<file path="src/rtl/vga_timing_pkg.sv">
// rtl/vga_timing_pkg.sv - 640x480@60 timing constants, shared types and window helper
package vga_timing_pkg;

    localparam int CNT_W = 10;
    localparam int DIV_W = 3;

    localparam int CE_DIV_DEF     = 2;
    localparam int SYNC_DELAY_DEF = 1;

    localparam int H_VISIBLE = 640;
    localparam int H_FP      = 16;
    localparam int H_SYNC    = 96;
    localparam int H_BP      = 48;
    localparam int H_TOTAL   = H_VISIBLE + H_FP + H_SYNC + H_BP;

    localparam int V_VISIBLE = 480;
    localparam int V_FP      = 10;
    localparam int V_SYNC    = 2;
    localparam int V_BP      = 33;
    localparam int V_TOTAL   = V_VISIBLE + V_FP + V_SYNC + V_BP;

    localparam int H_SYNC_START = H_VISIBLE + H_FP;
    localparam int H_SYNC_END   = H_SYNC_START + H_SYNC;
    localparam int V_SYNC_START = V_VISIBLE + V_FP;
    localparam int V_SYNC_END   = V_SYNC_START + V_SYNC;

    localparam int IMG_X0_DEF = 112;
    localparam int IMG_Y0_DEF = 13;
    localparam int IMG_W_DEF  = 400;
    localparam int IMG_H_DEF  = 400;

    typedef logic [CNT_W-1:0] cnt_t;
    typedef logic [CNT_W:0]   span_t;
    typedef logic [DIV_W-1:0] div_t;

    typedef struct packed {
        logic hs;
        logic vs;
        logic blank;
        logic sync;
    } sync_bus_t;

    localparam sync_bus_t SYNC_IDLE = '{hs: 1'b1, vs: 1'b1, blank: 1'b0, sync: 1'b1};

    // Upper bound is widened by one bit so lo+len can reach 1024 without wrapping.
    function automatic logic in_span(cnt_t x, cnt_t lo, span_t len);
        return (x >= lo) && ({1'b0, x} < ({1'b0, lo} + len));
    endfunction

endpackage

</file>
<file path="src/rtl/vga_timing_gen_if.sv">
// rtl/vga_timing_gen_if.sv - timing generator outputs towards the drawer and the DAC
interface vga_timing_gen_if;
    import vga_timing_pkg::*;

    logic pix_ce;
    cnt_t hcount;
    cnt_t vcount;
    logic bounds_draw;
    logic frame_start;
    logic hsync;
    logic vsync;
    logic blank_n;
    logic sync_n;

    modport master (
        output pix_ce, hcount, vcount, bounds_draw, frame_start,
        output hsync, vsync, blank_n, sync_n
    );

    modport slave (
        input pix_ce, hcount, vcount, bounds_draw, frame_start,
        input hsync, vsync, blank_n, sync_n
    );

endinterface

</file>
<file path="src/rtl/sync_delay_line.sv">
// rtl/sync_delay_line.sv - pixel-tick gated shift register, DEPTH=0 is a wire
module sync_delay_line #(
    parameter int            DEPTH     = 1,
    parameter int            W         = 4,
    parameter logic [W-1:0]  RESET_VAL = '0
) (
    input  logic         clk,
    input  logic         rst_n,
    input  logic         ce,
    input  logic [W-1:0] din,
    output logic [W-1:0] dout
);

    generate
        if (DEPTH == 0) begin : g_bypass
            logic unused_bypass;
            assign unused_bypass = ^{clk, rst_n, ce};
            assign dout = din;
        end else begin : g_shift
            logic [W-1:0] stage_q [DEPTH];
            logic [W-1:0] stage_d [DEPTH];

            always_comb begin
                stage_d = stage_q;
                if (ce) begin
                    stage_d[0] = din;
                    for (int i = 1; i < DEPTH; i++) begin
                        stage_d[i] = stage_q[i-1];
                    end
                end
            end

            always_ff @(posedge clk) begin
                if (!rst_n) begin
                    for (int i = 0; i < DEPTH; i++) begin
                        stage_q[i] <= RESET_VAL;
                    end
                end else begin
                    stage_q <= stage_d;
                end
            end

            assign dout = stage_q[DEPTH-1];
        end
    endgenerate

endmodule

</file>
<file path="src/rtl/vga_timing_gen.sv">
// rtl/vga_timing_gen.sv - pixel-tick divider, scan counters, image window and delayed syncs
module vga_timing_gen #(
    parameter int CE_DIV     = vga_timing_pkg::CE_DIV_DEF,
    parameter int H_VISIBLE  = vga_timing_pkg::H_VISIBLE,
    parameter int H_FP       = vga_timing_pkg::H_FP,
    parameter int H_SYNC     = vga_timing_pkg::H_SYNC,
    parameter int H_BP       = vga_timing_pkg::H_BP,
    parameter int V_VISIBLE  = vga_timing_pkg::V_VISIBLE,
    parameter int V_FP       = vga_timing_pkg::V_FP,
    parameter int V_SYNC     = vga_timing_pkg::V_SYNC,
    parameter int V_BP       = vga_timing_pkg::V_BP,
    parameter int IMG_X0     = vga_timing_pkg::IMG_X0_DEF,
    parameter int IMG_Y0     = vga_timing_pkg::IMG_Y0_DEF,
    parameter int IMG_W      = vga_timing_pkg::IMG_W_DEF,
    parameter int IMG_H      = vga_timing_pkg::IMG_H_DEF,
    parameter int SYNC_DELAY = vga_timing_pkg::SYNC_DELAY_DEF
) (
    input  logic             clk,
    input  logic             rst_n,
    vga_timing_gen_if.master vga
);
    import vga_timing_pkg::*;

    localparam int H_TOTAL = H_VISIBLE + H_FP + H_SYNC + H_BP;
    localparam int V_TOTAL = V_VISIBLE + V_FP + V_SYNC + V_BP;

    localparam div_t  DIV_LAST = div_t'(CE_DIV - 1);
    localparam cnt_t  H_LAST   = cnt_t'(H_TOTAL - 1);
    localparam cnt_t  V_LAST   = cnt_t'(V_TOTAL - 1);
    localparam cnt_t  HS_START = cnt_t'(H_VISIBLE + H_FP);
    localparam cnt_t  VS_START = cnt_t'(V_VISIBLE + V_FP);
    localparam span_t HS_LEN   = span_t'(H_SYNC);
    localparam span_t VS_LEN   = span_t'(V_SYNC);
    localparam span_t H_VIS    = span_t'(H_VISIBLE);
    localparam span_t V_VIS    = span_t'(V_VISIBLE);
    localparam cnt_t  X0       = cnt_t'(IMG_X0);
    localparam cnt_t  Y0       = cnt_t'(IMG_Y0);
    localparam span_t WIN_W    = span_t'(IMG_W);
    localparam span_t WIN_H    = span_t'(IMG_H);

    div_t      div_q, div_d;
    logic      pix_ce_q, pix_ce_d;
    cnt_t      hcount_q, hcount_d;
    cnt_t      vcount_q, vcount_d;
    logic      frame_start_q, frame_start_d;
    sync_bus_t raw;
    sync_bus_t del;
    logic      bounds_draw;

    // pix_ce is registered so it stays low through reset even when CE_DIV=1;
    // the first tick therefore lands CE_DIV clocks after release.
    always_comb begin
        div_d         = (div_q == DIV_LAST) ? '0 : div_q + 1'b1;
        pix_ce_d      = (div_q == DIV_LAST);
        hcount_d      = hcount_q;
        vcount_d      = vcount_q;
        frame_start_d = 1'b0;
        if (pix_ce_q) begin
            if (hcount_q == H_LAST) begin
                hcount_d = '0;
                if (vcount_q == V_LAST) begin
                    vcount_d      = '0;
                    frame_start_d = 1'b1;
                end else begin
                    vcount_d = vcount_q + 1'b1;
                end
            end else begin
                hcount_d = hcount_q + 1'b1;
            end
        end
    end

    always_ff @(posedge clk) begin
        if (!rst_n) begin
            div_q         <= '0;
            pix_ce_q      <= 1'b0;
            hcount_q      <= '0;
            vcount_q      <= '0;
            frame_start_q <= 1'b0;
        end else begin
            div_q         <= div_d;
            pix_ce_q      <= pix_ce_d;
            hcount_q      <= hcount_d;
            vcount_q      <= vcount_d;
            frame_start_q <= frame_start_d;
        end
    end

    always_comb begin
        raw       = SYNC_IDLE;
        raw.hs    = ~in_span(hcount_q, HS_START, HS_LEN);
        raw.vs    = ~in_span(vcount_q, VS_START, VS_LEN);
        raw.blank = in_span(hcount_q, '0, H_VIS) && in_span(vcount_q, '0, V_VIS);
        raw.sync  = raw.hs & raw.vs;
        bounds_draw = in_span(hcount_q, X0, WIN_W) && in_span(vcount_q, Y0, WIN_H);
    end

    // Shifting on the same tick as the counters keeps the syncs aligned with
    // the drawer's registered pixel, SYNC_DELAY ticks behind hcount/vcount.
    sync_delay_line #(
        .DEPTH     (SYNC_DELAY),
        .W         (4),
        .RESET_VAL (SYNC_IDLE)
    ) u_sync_delay (
        .clk   (clk),
        .rst_n (rst_n),
        .ce    (pix_ce_q),
        .din   (raw),
        .dout  (del)
    );

    assign vga.pix_ce      = pix_ce_q;
    assign vga.hcount      = hcount_q;
    assign vga.vcount      = vcount_q;
    assign vga.bounds_draw = bounds_draw;
    assign vga.frame_start = frame_start_q;
    assign vga.hsync       = del.hs;
    assign vga.vsync       = del.vs;
    assign vga.blank_n     = del.blank;
    assign vga.sync_n      = del.sync;

endmodule

</file>
<file path="src/flat_wrapper.sv">
// flat-port wrapper written by rule: the top's interface ports become plain ports
module vga_timing_gen_flat import vga_timing_pkg::*;
#(
    parameter int CE_DIV     = vga_timing_pkg::CE_DIV_DEF,
    parameter int H_VISIBLE  = vga_timing_pkg::H_VISIBLE,
    parameter int H_FP       = vga_timing_pkg::H_FP,
    parameter int H_SYNC     = vga_timing_pkg::H_SYNC,
    parameter int H_BP       = vga_timing_pkg::H_BP,
    parameter int V_VISIBLE  = vga_timing_pkg::V_VISIBLE,
    parameter int V_FP       = vga_timing_pkg::V_FP,
    parameter int V_SYNC     = vga_timing_pkg::V_SYNC,
    parameter int V_BP       = vga_timing_pkg::V_BP,
    parameter int IMG_X0     = vga_timing_pkg::IMG_X0_DEF,
    parameter int IMG_Y0     = vga_timing_pkg::IMG_Y0_DEF,
    parameter int IMG_W      = vga_timing_pkg::IMG_W_DEF,
    parameter int IMG_H      = vga_timing_pkg::IMG_H_DEF,
    parameter int SYNC_DELAY = vga_timing_pkg::SYNC_DELAY_DEF
)
  (clk, rst_n, vga_pix_ce, vga_hcount, vga_vcount, vga_bounds_draw, vga_frame_start, vga_hsync, vga_vsync, vga_blank_n, vga_sync_n);
  vga_timing_gen_if vga_i ();
  input  logic clk;
  input  logic rst_n;
  output wire logic [$bits(vga_i.pix_ce)-1:0] vga_pix_ce;
  output wire logic [$bits(vga_i.hcount)-1:0] vga_hcount;
  output wire logic [$bits(vga_i.vcount)-1:0] vga_vcount;
  output wire logic [$bits(vga_i.bounds_draw)-1:0] vga_bounds_draw;
  output wire logic [$bits(vga_i.frame_start)-1:0] vga_frame_start;
  output wire logic [$bits(vga_i.hsync)-1:0] vga_hsync;
  output wire logic [$bits(vga_i.vsync)-1:0] vga_vsync;
  output wire logic [$bits(vga_i.blank_n)-1:0] vga_blank_n;
  output wire logic [$bits(vga_i.sync_n)-1:0] vga_sync_n;
  assign vga_pix_ce = vga_i.pix_ce;
  assign vga_hcount = vga_i.hcount;
  assign vga_vcount = vga_i.vcount;
  assign vga_bounds_draw = vga_i.bounds_draw;
  assign vga_frame_start = vga_i.frame_start;
  assign vga_hsync = vga_i.hsync;
  assign vga_vsync = vga_i.vsync;
  assign vga_blank_n = vga_i.blank_n;
  assign vga_sync_n = vga_i.sync_n;
  vga_timing_gen #(.CE_DIV(CE_DIV), .H_VISIBLE(H_VISIBLE), .H_FP(H_FP), .H_SYNC(H_SYNC), .H_BP(H_BP), .V_VISIBLE(V_VISIBLE), .V_FP(V_FP), .V_SYNC(V_SYNC), .V_BP(V_BP), .IMG_X0(IMG_X0), .IMG_Y0(IMG_Y0), .IMG_W(IMG_W), .IMG_H(IMG_H), .SYNC_DELAY(SYNC_DELAY)) u_core (.clk(clk), .rst_n(rst_n), .vga(vga_i));
endmodule
</file>
<file path="config.mk">
export PLATFORM = sky130hd
export DESIGN_NAME = vga_timing_gen_flat
export DESIGN_NICKNAME = d
export VERILOG_FILES = /design/src/rtl/vga_timing_pkg.sv /design/src/rtl/vga_timing_gen_if.sv /design/src/rtl/sync_delay_line.sv /design/src/rtl/vga_timing_gen.sv /design/src/flat_wrapper.sv
export SDC_FILE = /design/constraint.sdc
export NUM_CORES = 1
export LEC_CHECK = 0
export ABC_AREA = 1
export CORE_MARGIN = 5
export CORE_UTILIZATION = 30
export CTS_CLUSTER_SIZE = 12
export DETAILED_ROUTE_END_ITERATION = 10
export SETUP_SLACK_MARGIN = 0.15
export SYNTH_ARGS = -nofsm -noshare
export SYNTH_HDL_FRONTEND = slang
export SYNTH_SLANG_ARGS = --single-unit
</file>
<file path="constraint.sdc">
create_clock -name clk -period 1.9 [get_ports clk]
set_clock_uncertainty 0.05 [all_clocks]
set_input_delay 0.38 -clock clk [delete_from_list [all_inputs] [get_ports clk]]
set_output_delay 0.38 -clock clk [all_outputs]
set_load 0.01 [all_outputs]
</file>
# After elaboration in Yosys (flattened, before gate mapping)
# Index checks and enable logic that the tools add are counted.
# word_totals
reg_bits	29
latchBits	0
mem_bits_rw	0
romBits	0
in_bits	2
elab_cells	42
mem_count	0
# op_classes
addsub	3
n_mul	0
n_div	0
magnitude_cmp	12
eq_ne	3
shift	0
n_mux	3
bitwise_logic	4
reduce_logical	11
# ops
op	n
10-bit less-than comparator (second input constant)	3
10-bit by 9-bit less-than comparator with 1-bit output (second input constant)	3
10-bit by 1-bit adder with 10-bit output (second input constant)	2
10-bit equality test (second input constant)	2
10-bit by 1-bit >= comparator with 1-bit output (second input constant)	2
10-bit two-way mux	2
10-bit >= comparator (second input constant)	1
10-bit by 4-bit >= comparator with 1-bit output (second input constant)	1
10-bit by 7-bit >= comparator with 1-bit output (second input constant)	1
10-bit by 9-bit >= comparator with 1-bit output (second input constant)	1
1-bit logical AND	8
3-bit by 1-bit adder with 3-bit output (second input constant)	1
3-bit by 1-bit equality test with 1-bit output (second input constant)	1
1-bit inverter	3
3-bit AND reduction	1
2-bit AND reduction	1
2-bit OR reduction	1
1-bit AND	1
1-bit two-way mux	1

# Depth between registers and ports, before layout
# depth
ltp_word	4
ltp_mapped	9

# Modules after synthesis
# Synthesis repeated with hierarchy kept, for this count alone.
# hier_totals
hier_cells	235
area_unflattened_um2	1562.7
# modules_own_cells
module	instances	cells_each	area_per_inst_um2	seq_area_each_um2
vga_timing_gen	1	216	1422.6	500.5
sync_delay_line	1	19	140.1	80.1

# Worst setup path before layout
# OpenSTA, ideal clock, no wires.
# synth_timing
path_kind	register to output
from	register u_core.vcount_q[0], in the netlist u_core.vga.vcount[0]
to	output port vga_bounds_draw
t_arrival_ps	1182
path_slack_ps	288
path_stages_with_launch	8
cell_sequence	dfxtp_1 inv_1 ha_1 inv_1 o21ai_0 nand3_1 o2111ai_1 nor2_1
# synth_between
elab_chain_len	3
word_cells_on_any_way	4
cone_classes	order compare: 2; reduce/logical: 2
# synth_lines
element	line	text
from (decl)	vga_timing_gen.sv:44	cnt_t vcount_q, vcount_d;
from (signal assigned)	vga_timing_gen.sv:84	vcount_q <= vcount_d;
10-bit by 4-bit >= comparator with 1-bit output / 10-bit by 9-bit less-than comparator with 1-bit output (equally long branches)	vga_timing_pkg.sv:47	return (x >= lo) && ({1'b0, x} < ({1'b0, lo} + len));
1-bit logical AND (*)	vga_timing_pkg.sv:47	
1-bit logical AND (*)	vga_timing_gen.sv:95	bounds_draw = in_span(hcount_q, X0, WIN_W) && in_span(vcount_q, Y0, WIN_H);
to (decl)	flat_wrapper.sv:26	output wire logic [$bits(vga_i.bounds_draw)-1:0] vga_bounds_draw;
# Every way passes the cells marked *; elsewhere a longest branch is shown, timed or not.

# Worst setup path in the final report
# Same ends and word-level chain as after synthesis.

==> results_dict.tcl <==
set metrics [dict create \
    run_status "completed" \
    synth_sequential_area_ratio_pct 36.7 \
    ctsHtreeMaxLevel 2 \
    rsz_0062_raised_after_global_routing "yes" \
    finalNonFillerCells 363 \
    drv_slew 0 \
    worstReg2RegEnd "u_core.vga.hcount[9]" \
    post_drt_wl_per_cell_um 11.3 \
    synthToLayoutAreaGrowth_pct 40.9 \
    placed_cell_area_um2 2090 \
    design.portCount 29 \
    layout_worst_path_cycle_share_pct 95.5 \
    fraction_of_final_layout_cells_with_drive_strength_greater_than_1_pct 19.1 \
    dp_hpwl_um 3130 \
    clk_root_buffer_cell "sky130_fd_sc_hd__clkbuf_8" \
    endpoint "vga_bounds_draw" \
    critical_path.slowest_cell "sky130_fd_sc_hd__dfxtp_2" \
    clock_path_buffers 2 \
    layout.cells.most_common "sky130_fd_sc_hd__nand2_1" \
    multiInputGateArea_um2 862 \
    ant_nets 0 \
    hold_viol 0 \
    power_switching_uw 327 \
    p_per_area_nw_per_um2 568 \
    synth_seq_cells 29 \
    final_area_um2 2230 \
    seq_power_share_pct 51.5 \
    rows 26 \
    syn_avg_cell_area_um2 6.65 \
    place_congestion 0.885 \
    clock_power_share_pct 39.5 \
    overflow 0 \
    critPathMaxStageDelay_ps 330 \
    holdBufCountCts 0 \
    crit_chain "buf_6 -> ha_2 -> o21ai_2 -> nand3_1 -> o2111ai_2 -> nor2_1 -> buf_2" \
    gr_usage_total_pct 13.8 \
    synth_fp_nets 247 \
    maxSlewHeadroom_pct 77.4 \
    critical_path_launch_point_type "flop" \
    setup_viols_final 0 \
    worstSetupPathDepth 7 \
    maximum_ir_drop_on_the_vdd_rail_mv 0.418 \
    cts-buffers-inserted 5 \
    grt_first_pass_wirelength_um 7170 \
    routed_wl_um 4100 \
    reg2regPathDepth 8 \
    power_report.internal_total_uw 941 \
    maxCapViolCount 0 \
    top_achievable_clock_speed_mhz 551 \
    leakage_uw 0.00109 \
    route.vias.total 1654 \
    dr.first_iter.drc_count 87 \
    tightest_slew_ps 338 \
    die_span_y_um 82.6 \
    reg2reg_setup_slack_ps 370 \
    holdCritPathClass "flop to flop" \
    worst_path_buf_inv 2 \
    viasPerCell 4.56 \
    detail_route.drc_violations 0 \
    clk_transition_reported_paths_ps 70 \
    top_library_cells_by_usage_in_the_layout_fill_and_taps_aside "sky130_fd_sc_hd__nand2_1, sky130_fd_sc_hd__nor2_1, sky130_fd_sc_hd__inv_1" \
    yosys_most_used_dff "sky130_fd_sc_hd__dfxtp_1" \
    yosys.cell_types.count 26 \
    antenna_violations_before_repair 0 \
    crit_fanout 3 \
    sequential_cell_area_um2 586 \
    insertion_delay_ps 280 \
    post_synth_inst_count 238 \
    critPathArrivalTime_ps 1380 \
    grt_pass1_vias 1576 \
    timing.setup.critical_path_class "flop to primary output" \
    final_net_count 301 \
    ys.warnings.count 0 \
    design.die.area_um2 6830 \
    critPathLaunch "u_core.vga.vcount[0]" \
    cp_data_required_time_ps 1470 \
    initial_utilization_pct 31.0 \
    cts.sink_count 29 \
    finalCriticalPeriod_ps 1810 \
    timing.critical_path.max_delay_family "flip-flops" \
    firstDrtPassIters 4 \
    floorplan.die.width_um 82.6 \
    antenna_cells_inserted 0 \
    worst_r2r_startpoint "u_core.vga.hcount[0]" \
    share_comb_of_total_power_pct 9.0 \
    synth_enable_flop_cells 0 \
    synth_area_um2 1580 \
    cts_tree "done" \
    swShare_pct 25.8 \
    numPlacedInstances 354 \
    grt_max_degree 11 \
    setup.worst_path.end_class "primary output" \
    port_buffers 28 \
    nFillCells 542 \
    coreArea_um2 5110 \
    whs_ps 406 \
    async_flop_share_pct 0 \
]
-- Yosys cell counts, types with 2 or more instances --
cell	n	area, um^2
sky130_fd_sc_hd__a21oi_1	15	75.1
sky130_fd_sc_hd__dfxtp_1	29	581
sky130_fd_sc_hd__ha_1	7	87.6
sky130_fd_sc_hd__inv_1	33	124
sky130_fd_sc_hd__inv_2	4	15.0
sky130_fd_sc_hd__nand2_1	54	203
sky130_fd_sc_hd__nand2_2	2	12.5
sky130_fd_sc_hd__nand3_1	15	75.1
sky130_fd_sc_hd__nand4_1	5	31.3
sky130_fd_sc_hd__nor2_1	37	139
sky130_fd_sc_hd__nor2_2	4	25.0
sky130_fd_sc_hd__nor3_1	9	45.0
sky130_fd_sc_hd__o21ai_0	6	30.0
sky130_fd_sc_hd__o21ai_1	5	25.0
sky130_fd_sc_hd__xnor2_1	2	17.5
-- through the flow --
| stage | total power (uW) | utilization [%] | TNS [ps] | worst slack, ps |
|---|---|---|---|---|
| 4_1_cts | 1280 | 42.9 | 0 | 75.4 |
| 3_3_place_gp | 781 | 40.8 | -60.2 | -60.2 |
| 2_1_floorplan | 729 | - | 0 | 288 |
| 5_1_grt | 1330 | 43.7 | -23.1 | -23.1 |
| 6_report | 1270 | 43.7 | 0 | 85.5 |
| 3_5_place_dp | 782 | 40.8 | -87.8 | -87.8 |
-- kinds of logic after synthesis --
family                   after synthesis  synth area share [%]
AO/OA/AOI/OAI                         29                  9.64
buffers and inverters                 41                  10.6
adder cells (fa/ha/maj)                7                  5.53
AND/OR/NAND/NOR                      129                  35.9
flip-flops                            29                  36.7
XOR/XNOR                               3                  1.66
-- layer usage --
metal	vias to the layer above	global-route usage (%)	share of wire [%]	wire length (um)
li1	860	-	-	-
met1	741	17.7	46	1890
met2	42	21.0	45	1840
met3	11	4.45	5.9	242
met4	0	6.37	3.0	121
met5	-	0	0	0
-- registers in the layout (all words and copies together), names as in the netlist --
name / cells
u_core.vga.vcount: 10
u_core.vga.pix_ce: 1
u_core.div_q: 3
u_core.u_sync_delay.dout: 4
u_core.vga.hcount: 10
u_core.vga.frame_start: 1
-- worst min path at each step --
| stage | startpoint | cells past startpoint | slack [ps] | to |
|---|---|---|---|---|
| 3_5_place_dp | u_core.div_q[0] | 1 | 400 | u_core.div_q[0] |
| 6_report | u_core.div_q[0] | 1 | 410 | u_core.div_q[0] |
| 2_1_floorplan | u_core.div_q[0] | 1 | 370 | u_core.div_q[0] |
| 5_1_grt | u_core.div_q[2] | 1 | 450 | u_core.vga.pix_ce |
| 4_1_cts | u_core.div_q[0] | 1 | 410 | u_core.div_q[0] |
| 3_3_place_gp | u_core.div_q[0] | 1 | 390 | u_core.div_q[0] |
-- power groups by stage --
stage / combinational, uW / sequential (uW) / clock [uW]
2_1_floorplan: 61.5 / 668 / 0
3_3_place_gp: 115 / 666 / 0
3_5_place_dp: 117 / 666 / 0
4_1_cts: 117 / 652 / 509
5_1_grt: 132 / 657 / 538
6_report: 115 / 653 / 500
-- layout make-up --
class	instances	area share [%]
timing repair buffer	50	20.9
tap	70	3.93
sequential	29	26.2
clock inverter	2	0.449
multi-input combinational	168	38.6
inverter	38	6.62
clock buffer	6	3.25
-- what timing repair did --
item | 4_1_cts | 5_1_grt
buffers inserted | 1 | 0
pin swaps | 3 | 3
resized for setup | 14 | 16
setup endpoints to repair | 2 | 13
cloned | 0 | 0
Power figures use the tool's default switching activity.
